$ cat src/rtl/seg_scan_ctrl.sv
// Scan scheduler for a multiplexed 7-segment display: digit select, hex decode, PWM, dead time.
// Optional decimal-point lane enabled by defining SEG_DP_EN (adds wr_dp input).
module seg_scan_ctrl #(
    parameter int DIGITS        = 2,
    parameter int SCAN_DIV_BITS = 11,
    parameter int PWM_BITS      = 3
) (
    input  logic                  clk_50M,
    input  logic                  rst_button,
    input  logic                  wr_valid,
    output logic                  wr_ready,
    input  logic [4*DIGITS-1:0]   wr_data,
    input  logic [DIGITS-1:0]     wr_blank,
`ifdef SEG_DP_EN
    input  logic [DIGITS-1:0]     wr_dp,
`endif
    input  logic [PWM_BITS-1:0]   brightness,
    output logic [7:0]            digit_seg,
    output logic [DIGITS-1:0]     digit_cath,
    output logic                  frame_start
);

    localparam int IDX_W = (DIGITS > 1) ? $clog2(DIGITS) : 1;
    localparam logic [IDX_W-1:0]         IDX_LAST = IDX_W'(DIGITS - 1);
    localparam logic [IDX_W-1:0]         IDX_ONE  = IDX_W'(1);
    localparam logic [SCAN_DIV_BITS-1:0] PRE_ONE  = SCAN_DIV_BITS'(1);

    function automatic logic [7:0] hex2seg(input logic [3:0] h);
        logic [7:0] s;
        case (h)
            4'h0: s = 8'hFC;
            4'h1: s = 8'h60;
            4'h2: s = 8'hDA;
            4'h3: s = 8'hF2;
            4'h4: s = 8'h66;
            4'h5: s = 8'hB6;
            4'h6: s = 8'hBE;
            4'h7: s = 8'hE0;
            4'h8: s = 8'hFE;
            4'h9: s = 8'hF6;
            4'hA: s = 8'hEE;
            4'hB: s = 8'h3E;
            4'hC: s = 8'h9C;
            4'hD: s = 8'h7A;
            4'hE: s = 8'h9E;
            default: s = 8'h8E;
        endcase
        return s;
    endfunction

    logic [SCAN_DIV_BITS-1:0]    presc_q, presc_d;
    logic [IDX_W-1:0]            idx_q, idx_d;
    logic [DIGITS-1:0][3:0]      act_nib_q, act_nib_d;
    logic [DIGITS-1:0][3:0]      shd_nib_q, shd_nib_d;
    logic [DIGITS-1:0]           act_blank_q, act_blank_d;
    logic [DIGITS-1:0]           shd_blank_q, shd_blank_d;
    logic                        pend_q, pend_d;
    logic [7:0]                  seg_q, seg_d;
    logic [DIGITS-1:0]           cath_q, cath_d;
    logic                        fs_q, fs_d;

    logic                        tick;
    logic                        boundary;
    logic                        accept;
    logic                        commit;
    logic                        lit;
    logic                        dp_bit;
    logic [PWM_BITS-1:0]         pwm_slice;
    logic [7:0]                  dec;

`ifdef SEG_DP_EN
    logic [DIGITS-1:0]           act_dp_q, act_dp_d;
    logic [DIGITS-1:0]           shd_dp_q, shd_dp_d;
`endif

    always_comb begin
        tick      = &presc_q;
        boundary  = tick && (idx_q == IDX_LAST);
        accept    = wr_valid && !pend_q;
        commit    = boundary && pend_q;
        pwm_slice = presc_q[SCAN_DIV_BITS-1 -: PWM_BITS];
        // Slot position 0 is the dead time that hides ghosting between digits
        lit       = (presc_q != '0) && (pwm_slice <= brightness)
                    && !act_blank_q[idx_q];
        dec       = hex2seg(act_nib_q[idx_q]);
`ifdef SEG_DP_EN
        dp_bit    = act_dp_q[idx_q];
`else
        dp_bit    = 1'b0;
`endif
    end

    always_comb begin
        presc_d     = presc_q + PRE_ONE;
        idx_d       = idx_q;
        act_nib_d   = act_nib_q;
        act_blank_d = act_blank_q;
        shd_nib_d   = shd_nib_q;
        shd_blank_d = shd_blank_q;
        pend_d      = pend_q;
        seg_d       = 8'h00;
        cath_d      = '0;
        fs_d        = boundary;
`ifdef SEG_DP_EN
        act_dp_d    = act_dp_q;
        shd_dp_d    = shd_dp_q;
`endif
        if (tick) begin
            idx_d = boundary ? '0 : idx_q + IDX_ONE;
        end
        if (commit) begin
            act_nib_d   = shd_nib_q;
            act_blank_d = shd_blank_q;
            pend_d      = 1'b0;
`ifdef SEG_DP_EN
            act_dp_d    = shd_dp_q;
`endif
        end
        // accept needs !pend_q, so it never collides with a commit
        if (accept) begin
            shd_nib_d   = wr_data;
            shd_blank_d = wr_blank;
            pend_d      = 1'b1;
`ifdef SEG_DP_EN
            shd_dp_d    = wr_dp;
`endif
        end
        if (lit) begin
            seg_d         = {dec[7:1], dp_bit};
            cath_d[idx_q] = 1'b1;
        end
    end

    always_ff @(posedge clk_50M or posedge rst_button) begin
        if (rst_button) begin
            presc_q     <= '0;
            idx_q       <= '0;
            act_nib_q   <= '0;
            act_blank_q <= '1;
            shd_nib_q   <= '0;
            shd_blank_q <= '1;
            pend_q      <= 1'b0;
            seg_q       <= 8'h00;
            cath_q      <= '0;
            fs_q        <= 1'b0;
        end else begin
            presc_q     <= presc_d;
            idx_q       <= idx_d;
            act_nib_q   <= act_nib_d;
            act_blank_q <= act_blank_d;
            shd_nib_q   <= shd_nib_d;
            shd_blank_q <= shd_blank_d;
            pend_q      <= pend_d;
            seg_q       <= seg_d;
            cath_q      <= cath_d;
            fs_q        <= fs_d;
        end
    end

`ifdef SEG_DP_EN
    always_ff @(posedge clk_50M or posedge rst_button) begin
        if (rst_button) begin
            act_dp_q <= '0;
            shd_dp_q <= '0;
        end else begin
            act_dp_q <= act_dp_d;
            shd_dp_q <= shd_dp_d;
        end
    end
`endif

    assign wr_ready    = ~pend_q;
    assign digit_seg   = seg_q;
    assign digit_cath  = cath_q;
    assign frame_start = fs_q;

endmodule

$ cat config.mk
export PLATFORM = sky130hd
export DESIGN_NAME = seg_scan_ctrl
export DESIGN_NICKNAME = d
export VERILOG_FILES = /design/src/rtl/seg_scan_ctrl.sv
export SDC_FILE = /design/constraint.sdc
export NUM_CORES = 1
export LEC_CHECK = 0
export CAP_MARGIN = 10
export CORE_MARGIN = 2
export CORE_UTILIZATION = 58
export CTS_CLUSTER_DIAMETER = 200
export DETAILED_ROUTE_END_ITERATION = 10
export PLACE_DENSITY = 0.87
export SLEW_MARGIN = 20
export SYNTH_ARGS = -nofsm -noshare
export SYNTH_HDL_FRONTEND = slang
export SYNTH_SLANG_ARGS = --single-unit
$ cat constraint.sdc
create_clock -name clk_50M -period 2.8 [get_ports clk_50M]
set_clock_uncertainty 0.1 [all_clocks]
set_input_delay 0.7 -clock clk_50M [delete_from_list [all_inputs] [get_ports clk_50M]]
set_output_delay 0.7 -clock clk_50M [all_outputs]
set_load 0.02 [all_outputs]
==> metrics.md <==
| Metric | Value |
|---|---|
| CTS HTree Levels | 2 |
| Max cap viols | 0 |
| CP endpoint kind | flip-flop |
| Initial antenna violation count | 0 |
| Seq. cell area | 1081 um^2 |
| Gpl congestion | 0.8064 |
| Die area | 3963 um^2 |
| Post-CTS Setup Bufs | 0 |
| CTS-repair resized insts | 0 |
| Worst R2R Setup Slack | 0.53 ns |
| Core Box Area | 3337 um^2 |
| Max incr delay on CP | 0.47 ns |
| Highest fanout seen on the critical path | 7 |
| Vias | 1303 |
| Area share of the largest cell type after synthesis | 48.42% |
| DP HPWL | 2492 um |
| Synth Instances | 160 |
| Post-Syn Area | 2016 um^2 |
| Worst EP required | 2.94 ns |
| Fraction of layout cells with a size suffix above 1 | 20.73% |
| CTS buffer count | 5 |
| Syn_nets | 187 |
| Largest family of logic cells by synthesized area | multiplexers |
| Post-synth EDFFs | 0 |
| Synth Area in Compound Gates | 5.214% |
| Startpoint type of the worst setup path | primary input |
| Routed Antenna Nets | 0 |
| IO Pins | 28 |
| Setup TNS | 0 ns |
| Leading area contributor after synthesis | dfrtp_1 |
| WS Path Type | primary input to flip-flop |
| Count leader, synth | dfrtp_1 |
| First-pass GRT wire length | 5871 um |
| Multi-input logic area | 844.6 um^2 |
| Crit-path cells | clkdlybuf4s50_1, inv_1, ha_1, a211oi_1, o211ai_1, a221oi_1 |
| Multiplexer area fraction after synthesis | 15.27% |
| Placed Area | 2326 um^2 |
| Hold buffer count at cts | 0 |
| Synth Area in XOR/XNOR | 4.345% |
| Area growth syn-to-layout | 17.88% |
| Total track usage | 19.16% |
| Initial core utilization | 60.40% |
| Ys flop type | dfrtp_1 |
| Pwr Density | 420.7 nW/um^2 |
| Pin count of the biggest net entering global routing | 44 |
| Total clock sinks | 43 |
| Final Slew Violations | 0 |
| Asr flop ratio synth | 100.0% |
| TritonRoute pass-1 iters | 4 |
| Commonest cells post-synth | dfrtp_1, mux2_2, inv_1, ha_1, nor2_1 |
| Design Area, Final | 2376 um^2 |
| Outcome | finished clean |
| Simple-gate share of the synthesized area | 10.06% |
| Residual DRC count | 0 |
| DR WL/cell | 13.59 um |
| Final-layout fill cell count | 237 |
| Relative slew slack | 63.83% |
| Post-synthesis adder-cell area fraction | 6.828% |
| Port Buffers | 26 |
| Max Fclk | 430.4 MHz |
| Clock-pin transition on the worst setup and hold timing paths | 0.11 ns |
| Final-stage net count | 219 |
| Synth top area cells | dfrtp_1, mux2_2, ha_1 |
| Max VDD drop | 275.1 uV |
| Post-synthesis register bit count | 43 |
| Sequential fraction of the synthesis area | 53.63% |
| Total gr overflow | 0 |
| Final setup violation count | 0 |
| RSZ-0062 raised after global routing | no |
| Initial DRC count | 81 |
| CP max stage cell | clkdlybuf4s50_1 |
| Vias in the first global route | 1344 |
| Inserted Diodes | 0 |
| CTS tree | done |
| Pin slew with the least headroom to its limit | 0.5402 ns |
| CTS max path bufs | 2 |
| Clk_lat worst skew | 0.34 ns |
| Final min period | 2.323 ns |
| Count of final hold-check violations | 0 |
| Hold WC Path Type | flip-flop to flip-flop |
| Routed vias/inst | 5.452 |
| Final wirelength | 3247 um |
| Distinct cells, synth | 37 |
| Yosys warns | 0 |
| Final core occ | 71.20% |
| Core Rows | 21 |
| Static Leakage | 1.071 nW |
| Root buffer cell | clkbuf_4 |
| Tcrit/Tclk final | 82.98% |
| Crit path arrival time | 2.46 ns |
| Die Y | 62.95 um |
| Syn avg cell area | 12.60 um^2 |
| Die W | 62.95 um |
-- report_power, final --
part | leakage, nW | switching, mW | internal [mW]
Sequential | 0.522 | 0.00952 | 0.644
Combinational | 0.519 | 0.0311 | 0.0414
Clock | 0.0293 | 0.176 | 0.0980
-- cell families (layout without fill, tap and decap cells) --
kind of cell / Yosys count / after routing
other: 1 / 1
DFF: 43 / 43
muxes: 26 / 26
buffers and inverters: 19 / 52
adders and majority gates: 11 / 11
and+or+nand+nor: 34 / 34
xor gates and xnor gates: 10 / 10
AOI/OAI and AO/OA: 16 / 16
-- state kept, by name, summed over array words and instances, names as in the netlist --
signal / cells
shd_nib_q: 8
presc_q: 11
shd_blank_q: 2
act_blank_q: 2
digit_cath: 2
act_nib_q: 8
idx_q: 1
pend_q: 1
digit_seg: 7
frame_start: 1
-- path summary, 6_finish.rpt --
kind | start | cells past startpoint | to
min | presc_q[0] | 1 | presc_q[0]
max in group asynchronous | rst_button | 3 | shd_blank_q[0]
min reg2reg | presc_q[0] | 1 | presc_q[0]
max reg2reg | idx_q | 5 | digit_seg[4]
max | brightness[1] | 6 | digit_seg[2]
min in group asynchronous | rst_button | 3 | digit_seg[6]
-- critical path: cells and delay by family --
| family | cells | cell delay (ns) |
|---|---|---|
| AOI/OAI and AO/OA | 3 | 0.93 |
| buffers and inverters | 2 | 0.52 |
| adders and majority gates | 1 | 0.31 |
-- cell usage in the layout, fill, tap and decap left out, types with 5 or more instances in the layout --
cell type / Yosys / routed
ha_1: 11 / 11
dfrtp_1: 39 / 39
nand2_1: 5 / 5
clkdlybuf4s50_1: 0 / 26
xnor2_1: 8 / 8
mux2_2: 21 / 21
inv_1: 14 / 14
o21ai_0: 5 / 5
nor2_1: 9 / 9
clkbuf_4: 0 / 5
-- stage by stage --
| stage | hold slack [ns] | total power, mW | instances | setup slack, ns |
|---|---|---|---|---|
| after CTS | 0.3934 | 1.014 | 239 | 0.5012 |
| after floorplan | 0.3419 | 0.7000 | 160 | 0.9051 |
| after detailed placement | 0.3762 | 0.7395 | 231 | 0.1555 |
| after global placement | 0.3571 | 0.7348 | 231 | 0.3302 |
| after global routing | 0.4176 | 1.046 | 239 | 0.3881 |
| final | 0.3896 | 0.9995 | 239 | 0.4767 |
-- layout make-up --
class                           count  area share [%]
Tap cell                           46           2.422
Sequential cell                    43           45.50
Clock inverter                      1          0.2106
Inverter                           14           2.212
Clock buffer                        7           1.896
Timing Repair Buffer               30           12.22
Multi-Input combinational cell     98           35.55
-- per-layer routing --
metal / global-route usage (%) / share of wire [%] / vias to the layer above
met3: 5.586 / 4.9 / 2
li1: - / - / 617
met2: 32.45 / 53 / 37
met5: 0 / 0 / -
met4: 9.167 / 0.40 / 0
met1: 22.22 / 42 / 647
Power figures use the tool's default switching activity.
